### src/rtl/mem_arbiter.sv
// Two-port memory arbiter: instruction fetch and load/store share one RAM port,
// with alternating priority on ties, a wait timeout and one-cycle completion pulses.
module mem_arbiter #(
    parameter int unsigned XLEN    = 64,
    parameter int unsigned TIMEOUT = 255
) (
    input  logic            clk,
    input  logic            rst,

    input  logic            if_req_i,
    input  logic [XLEN-1:0] if_addr_i,
    output logic [XLEN-1:0] if_rdata_o,
    output logic            if_done_o,

    input  logic            mem_req_i,
    input  logic            mem_we_i,
    input  logic [XLEN-1:0] mem_addr_i,
    input  logic [XLEN-1:0] mem_wdata_i,
    input  logic [7:0]      mem_wmask_i,
    output logic [XLEN-1:0] mem_rdata_o,
    output logic            mem_done_o,

    output logic            ram_stall_valid_if_o,
    output logic            ram_stall_valid_mem_o,

    output logic            ram_req_o,
    output logic            ram_we_o,
    output logic [XLEN-1:0] ram_addr_o,
    output logic [XLEN-1:0] ram_wdata_o,
    output logic [7:0]      ram_wmask_o,
    input  logic            ram_ack_i,
    input  logic [XLEN-1:0] ram_rdata_i,

    output logic            bus_err_o
);

    localparam int unsigned CNT_W  = 8;
    localparam int unsigned MASK_W = 8;
    localparam logic        GRANT_IF  = 1'b0;
    localparam logic        GRANT_MEM = 1'b1;

    typedef enum logic [1:0] {
        IDLE     = 2'd0,
        IF_WAIT  = 2'd1,
        MEM_WAIT = 2'd2,
        RESP     = 2'd3
    } state_e;

    state_e              state_q, state_d;
    logic [CNT_W-1:0]    cnt_q, cnt_d;
    logic                last_q, last_d;
    logic                we_q, we_d;
    logic [XLEN-1:0]     addr_q, addr_d;
    logic [XLEN-1:0]     wdata_q, wdata_d;
    logic [MASK_W-1:0]   wmask_q, wmask_d;
    logic [XLEN-1:0]     if_rdata_q, if_rdata_d;
    logic [XLEN-1:0]     mem_rdata_q, mem_rdata_d;
    logic                ram_req_q, ram_req_d;
    logic                if_done_q, if_done_d;
    logic                mem_done_q, mem_done_d;
    logic                bus_err_q, bus_err_d;
    logic                finish_c;
    logic                timeout_c;
    logic [XLEN-1:0]     resp_data_c;

    // State register
    always_ff @(posedge clk or negedge rst) begin
        if (!rst) begin
            state_q <= IDLE;
        end else begin
            state_q <= state_d;
        end
    end

    // Datapath and output registers
    always_ff @(posedge clk or negedge rst) begin
        if (!rst) begin
            cnt_q       <= '0;
            last_q      <= GRANT_IF;
            we_q        <= 1'b0;
            addr_q      <= '0;
            wdata_q     <= '0;
            wmask_q     <= '0;
            if_rdata_q  <= '0;
            mem_rdata_q <= '0;
            ram_req_q   <= 1'b0;
            if_done_q   <= 1'b0;
            mem_done_q  <= 1'b0;
            bus_err_q   <= 1'b0;
        end else begin
            cnt_q       <= cnt_d;
            last_q      <= last_d;
            we_q        <= we_d;
            addr_q      <= addr_d;
            wdata_q     <= wdata_d;
            wmask_q     <= wmask_d;
            if_rdata_q  <= if_rdata_d;
            mem_rdata_q <= mem_rdata_d;
            ram_req_q   <= ram_req_d;
            if_done_q   <= if_done_d;
            mem_done_q  <= mem_done_d;
            bus_err_q   <= bus_err_d;
        end
    end

    // Next-state: grant in IDLE, wait for ack or timeout, one-cycle response
    always_comb begin
        state_d     = state_q;
        cnt_d       = cnt_q;
        last_d      = last_q;
        we_d        = we_q;
        addr_d      = addr_q;
        wdata_d     = wdata_q;
        wmask_d     = wmask_q;
        if_rdata_d  = if_rdata_q;
        mem_rdata_d = mem_rdata_q;
        if_done_d   = 1'b0;
        mem_done_d  = 1'b0;
        bus_err_d   = 1'b0;
        finish_c    = 1'b0;
        timeout_c   = 1'b0;
        resp_data_c = '0;

        case (state_q)
            IDLE: begin
                if (mem_req_i && (!if_req_i || last_q == GRANT_IF)) begin
                    state_d = MEM_WAIT;
                    cnt_d   = '0;
                    we_d    = mem_we_i;
                    addr_d  = mem_addr_i;
                    wdata_d = mem_wdata_i;
                    wmask_d = mem_wmask_i;
                end else if (if_req_i) begin
                    state_d = IF_WAIT;
                    cnt_d   = '0;
                    we_d    = 1'b0;
                    addr_d  = if_addr_i;
                    wdata_d = '0;
                    wmask_d = '0;
                end
            end
            IF_WAIT, MEM_WAIT: begin
                if (ram_ack_i) begin
                    finish_c    = 1'b1;
                    resp_data_c = ram_rdata_i;
                end else if (cnt_q == CNT_W'(TIMEOUT - 1)) begin
                    finish_c  = 1'b1;
                    timeout_c = 1'b1;
                end else begin
                    cnt_d = cnt_q + CNT_W'(1);
                end
            end
            RESP: begin
                state_d = IDLE;
            end
            default: begin
                state_d = IDLE;
            end
        endcase

        // Completion: load owner's read data (never on a store) and schedule pulses
        if (finish_c) begin
            state_d   = RESP;
            bus_err_d = timeout_c;
            if (state_q == MEM_WAIT) begin
                last_d     = GRANT_MEM;
                mem_done_d = 1'b1;
                if (!we_q) begin
                    mem_rdata_d = resp_data_c;
                end
            end else begin
                last_d     = GRANT_IF;
                if_done_d  = 1'b1;
                if_rdata_d = resp_data_c;
            end
        end

        ram_req_d = (state_d == IF_WAIT) || (state_d == MEM_WAIT);
    end

    assign if_rdata_o   = if_rdata_q;
    assign if_done_o    = if_done_q;
    assign mem_rdata_o  = mem_rdata_q;
    assign mem_done_o   = mem_done_q;
    assign ram_req_o    = ram_req_q;
    assign ram_we_o     = we_q;
    assign ram_addr_o   = addr_q;
    assign ram_wdata_o  = wdata_q;
    assign ram_wmask_o  = wmask_q;
    assign bus_err_o    = bus_err_q;

    // Stall requests go to the hazard unit combinationally
    assign ram_stall_valid_if_o  = if_req_i & ~if_done_q;
    assign ram_stall_valid_mem_o = mem_req_i & ~mem_done_q;

endmodule

### config.mk
export PLATFORM = sky130hd
export DESIGN_NAME = mem_arbiter
export DESIGN_NICKNAME = d
export VERILOG_FILES = /design/src/rtl/mem_arbiter.sv
export SDC_FILE = /design/constraint.sdc
export NUM_CORES = 1
export LEC_CHECK = 0
export BUFFER_PORTS_ARGS = -buffer_cell sky130_fd_sc_hd__buf_4
export CAP_MARGIN = 20
export CORE_ASPECT_RATIO = 0.75
export CORE_MARGIN = 4
export CORE_UTILIZATION = 25
export CTS_CLUSTER_DIAMETER = 150
export DETAILED_ROUTE_END_ITERATION = 10
export GPL_TIMING_DRIVEN = 0
export PLACE_DENSITY = 0.57
export SLEW_MARGIN = 20
export SYNTH_ARGS = -nofsm -noshare
export SYNTH_HDL_FRONTEND = slang
export SYNTH_SLANG_ARGS = --single-unit
export TNS_END_PERCENT = 10
### constraint.sdc
create_clock -name clk -period 1.95 [get_ports clk]
set_clock_uncertainty 0.05 [all_clocks]
set_input_delay 0.0975 -clock clk [delete_from_list [all_inputs] [get_ports clk]]
set_output_delay 0.0975 -clock clk [all_outputs]
set_load 0.1 [all_outputs]
Yosys cells after proc, flatten, opt, wreduce, memory -nomap -nowiden. Index checks and enable logic that the tools add are counted.

Flip-flop bits (word level): 280. Latch bits: 0. Bits in writable memories: 0. Bits in read-only memories: 0. Output and inout bits: 271. Logic and storage cells: 70. Memories kept: 0.

$add $sub $neg: 1. Multipliers: 0. Div/mod/pow operators: 0. Order comparisons: 0. Equality and inequality tests: 9. Shift-type cells: 0. Mux-type cells: 28. Bitwise operators: 7. Reductions and logical operators: 12.

Operators with widths (count): $mux W64 (6); $mux W8 (5); $pmux W8 S2 (1); $mux W1 (12); $add A8 B1 Y8 const B (1); $eq A8 B8 Y1 const B (1); $eq A2 B2 Y1 const B (3); $mux W2 (3); $not A1 Y1 (5); $eq A2 B1 Y1 const B (2); $ne A2 B2 Y1 const B (2); $pmux W2 S2 (1); $reduce_and A2 Y1 (2); $reduce_and A4 Y1 (1); $reduce_bool A2 Y1 (2); $ne A3 B3 Y1 const B (1); $reduce_and A3 Y1 (1); $and A1 B1 Y1 (2); $logic_not A2 Y1 (1); $logic_or A1 B1 Y1 (2); $reduce_or A2 Y1 (1); $logic_and A1 B1 Y1 (1); $logic_not A1 Y1 (1).

Depth between registers and ports, before layout.
Word-level depth: 8. Gate-level depth with buffers: 10.

Worst setup path after synthesis. OpenSTA, ideal clock, no wires.

Kind: register to output. Start: register mem_done_q (netlist: mem_done_o). End: output ram_stall_valid_mem_o. Arrival time: 2.211 ns. Data required time: 1.803 ns. Setup slack: -0.408 ns. Stages on the path, launching flop included: 2. Path through: dfrtp_1 -> nor2b_1.

Word-level cells in the longest chain between the ends: 2.

RTL lines: from (decl) (RTL line 60) `logic mem_done_q, mem_done_d;`; from (signal assigned) (RTL line 101) `mem_done_q <= mem_done_d;`; $not A1 Y1 (RTL line 194) `assign ram_stall_valid_mem_o = mem_req_i & ~mem_done_q;`; $and A1 B1 Y1 (RTL line 194); to (decl) (RTL line 24) `output logic ram_stall_valid_mem_o,`.

No other way between the ends.

Final worst setup path.
Start: register state_q[1]. End: register if_rdata_q[39] (netlist: if_rdata_o[39]).

Word-level cells in the longest chain between the ends: 4. Elaborated cells on any way between the ends: 7. Those cells by class: 2 x eq/ne; 2 x mux; 1 x bitwise; 2 x reduce/logical.

RTL lines: from (decl) (RTL line 49) `state_e state_q, state_d;`; from (signal assigned) (RTL line 71) `state_q <= state_d;`; $eq A2 B2 Y1 or $eq A2 B1 Y1 (tied branches) (RTL line 124, 165); $reduce_or A2 Y1 (RTL line 124) `case (state_q)`; $mux W1 (RTL line 124); $reduce_and A2 Y1 (no source line); to (signal assigned) (RTL line 97) `if_rdata_q <= if_rdata_d;`; to (decl) (RTL line 56) `logic [XLEN-1:0] if_rdata_q, if_rdata_d;`.

Parallel ways exist; a longest one is shown, timed or not. A chain may end at the register's enable or synchronous reset.

==> summary.md <==
| Metric | Value |
|---|---|
| Outcome | `finished with violations` |
| Failing checks | `setup timing` |
| Die Wd | `248 um` |
| Worst-path cell chain | `inv_2 -> ha_4 -> nand4_1 -> or2_4 -> nand2_4 -> buf_6 -> nand2b_4 -> buf_12 -> clkbuf_16 -> a22o_1` |
| Leading area contributor after synthesis | `dfrtp_1` |
| Crit path max-delay family | `simple AND/OR/NAND/NOR gates` |
| Max-cap violations | `0` |
| Synth async-reset ratio | `100%` |
| CTS H-tree depth | `1` |
| Vias in the first global route | `around 11000` |
| Startpoint Class | `register` |
| Clock root buffer | `clkbuf_16` |
| Max transition margin | `64.0%` |
| I/O Buffers | `540` |
| Synthesized area per cell | `13.3 um2` |
| Top-area cell type share of the netlist area | `between 60% and 70%` |
| Fmax | `0.500 GHz` |
| Diodes inserted | `0` |
| Clock transition at the registers of the reported paths | `0.07 ns` |
| Dpl cells | `between 1500 and 2000` |
| WL final | `44700 um` |
| Drt drc | `0` |
| Worst Path Buf+Inv | `4` |
| Crit end category | `register` |
| Core ar. | `42400 um2` |
| Hold WS | `0.0715 ns` |
| Yosys synthesis warning count | `0` |
| First-pass GRT wire length | `between 60000 and 70000 um` |
| Worst EP arrival | `2.40 ns` |
| Layout Nets | `1948` |
| Wire per inst | `19.7 um` |
| Syn Nets | `around 1100` |
| Top cells by area, synth | `dfrtp_1 (65%), a22o_1 (16%), mux2i_1 (6.1%)` |
| First DRT Iteration DRCs | `448` |
| I/O pin count | `541` |
| TritonCTS clock tree | `done` |
| Drt pass-1 iters | `4` |
| Initial antenna violation count | `1` |
| Max Slew Vio Count | `0` |
| Hold Violations, Final | `0` |
| Worst EP required | `2.35 ns` |
| Num CTS Buffers | `30` |
| Multi-input logic area | `3440 um2` |
| Vias after detailed routing | `~10000` |
| Layout cells sized above 1 | `40.4%` |
| Kind of critical path | `reg -> reg` |
| Area growth, synth to finish | `83.6%` |
| Min Clock Period, post-route | `approximately 2 ns` |
| Final antenna-violating net count | `0` |
| Reg area | `between 7000 and 8000 um2` |
| GP Congestion | `slightly above 0.8` |
| Via density | `about 4.6` |
| Hold crit path type | `in -> async` |
| Least-Margin Pin Slew | `0.540 ns` |
| Initial core utilization | `25.5%` |
| Row count | `65` |
| Sequential share of the synthesized area | `64.8%` |
| Fin cells | `2266` |
| Unrepaired setup endpoints after global routing | `true` |
| Post-Synthesis Cells | `roughly 810` |
| #FFs+latches synth | `280` |
| Gr ovfl total | `0` |
| Critical path peak fanout | `7` |
| Clock Sinks | `280` |
| Full die area | `46700 um2` |
| Synth cell types | `39` |
| Post-Syn Area | `10800 um2` |
| Final setup violation count | `69` |
| Most used DFF post-synth | `dfrtp_1` |
| Worst setup margin | `-0.0488 ns` |
| Chip height | `188 um` |
| Largest net degree at the start of global routing | `95` |
| Max clock buf depth | `3` |
| Slowest cell on the critical path | `dfrtp_1` |
| Fillers | `approximately 3800` |
| CP peak stage delay | `0.37 ns` |
| Crit share post-route | `103%` |
| Worst skew pair latency | `approximately 0.56 ns` |
| Hpwl dp | `31100 um` |
| Number of synthesized flops with an enable pin | `0` |
| Total track usage | `18.2%` |
==> synthesized netlist by cell type, types with 2 or more instances <==
library cell and n:
nor2_1 9, o31ai_1 5, o21ai_0 72, or2_2 2
dfrtp_1 280, clkbuf_1 22, a22o_1 201, inv_1 6
buf_6 12, mux2i_1 66, buf_4 6, and2_1 3
nand3_1 6, buf_2 24, nor2b_1 3, nand2_1 68
ha_1 4
==> routing by layer <==
layer | track usage [%] | routed length, um | share of wire (%) | vias up
li1 | - | - | - | 4748
met1 | 23.7 | 18800 | 42 | 5212
met2 | 30.0 | 21500 | 48 | 360
met3 | 3.59 | 2590 | 5.8 | 108
met4 | 6.73 | 1770 | 4.0 | 2
met5 | 0 | 13 | 0.029 | -
==> flip-flops by register name, indices dropped and copies added, names as in the netlist <==
signal / flops
bus_err_o: 1
ram_wdata_o: 64
mem_rdata_o: 64
ram_wmask_o: 8
mem_done_o: 1
ram_we_o: 1
ram_req_o: 1
state_q: 2
if_done_o: 1
if_rdata_o: 64
ram_addr_o: 64
last_q: 1
cnt_q: 8
==> final cells by class <==
| class | count | share of cell area, % |
|---|---|---|
| Timing Repair Buffer | 833 | 35.7 |
| Inverter | 7 | 0.139 |
| Clock inverter | 12 | 0.857 |
| Clock buffer | 43 | 4.59 |
| Sequential cell | 280 | 35.3 |
| Buffer | 63 | 2.50 |
| Tap cell | 569 | 3.58 |
| Multi-Input combinational cell | 459 | 17.3 |
==> kinds of logic (layout without fill, tap and decap cells) <==
group	count (synthesis)	after routing	synth area share [%]
adder cells (fa/ha/maj)	4	4	0.463
AND/OR/NAND/NOR	102	102	4.29
AO/OA/AOI/OAI	286	286	20.5
flip-flops	280	280	64.8
XOR/XNOR	1	1	0.0810
buffers and inverters	72	958	3.82
multiplexers	66	66	6.11
==> through the flow <==
| step | worst slack (ns) | utilization (%) | area [um2] | TNS [ns] |
|---|---|---|---|---|
| finish | -0.0488 | 46.9 | 19900 | -1.75 |
| global route | -0.143 | 46.9 | 19900 | -13.85 |
| CTS | -0.134 | 46.8 | 19800 | -12.31 |
| detailed placement | -0.680 | 37.0 | 15700 | -96.84 |
| global placement | -1.82 | 36.8 | 15600 | -583.41 |
| floorplan | -0.337 | - | 10800 | -0.337 |
==> timing repair <==
action | in CTS | in global routing
setup endpoints to repair | 276 | 203
hold buffers | 269 | 0
gates resized for setup | 50 | 12
pin swaps | 35 | 18
gates cloned | 4 | 1
buffers inserted | 16 | 0
endpoints found under the hold margin | 373 | 0
==> tightest hold or removal path, stage by stage <==
cell and delay (ns):
dlygate4sd3_1 0.57, buf_8 0.12, buf_16 0.33
==> worst paths after layout <==
kind / start / end / slack, ns / cells after the start
min in group clk: if_req_i / ram_req_o$_DFF_PN0_ / 0.14 / 6
max: state_q[1]$_DFF_PN0_ / if_rdata_o[39]$_DFFE_PN0P_ / -0.05 / 10
max in group asynchronous: rst / ram_wdata_o[43]$_DFFE_PN0P_ / 0.46 / 5
min reg2reg: ram_addr_o[20]$_DFFE_PN0P_ / ram_addr_o[20]$_DFFE_PN0P_ / 0.43 / 2
min: rst / if_rdata_o[39]$_DFFE_PN0P_ / 0.07 / 3
max reg2reg: state_q[1]$_DFF_PN0_ / if_rdata_o[39]$_DFFE_PN0P_ / -0.05 / 10
==> placed cells by master (no fill, tap or decap), types with 6 or more instances in the layout <==
master and instances:
clkbuf_8 9, buf_2 15, clkbuf_16 33, o21ai_0 69, clkbuf_1 14, buf_4 564
clkbuf_4 6, dlygate4sd3_1 269, nor2_1 8, clkinv_2 6, a22o_1 201, nand2_1 67
buf_6 9, dfrtp_1 280, mux2i_1 65
Power is not shown: default switching activity piles up to over one toggle a cycle in this logic, so the estimate is an artifact.
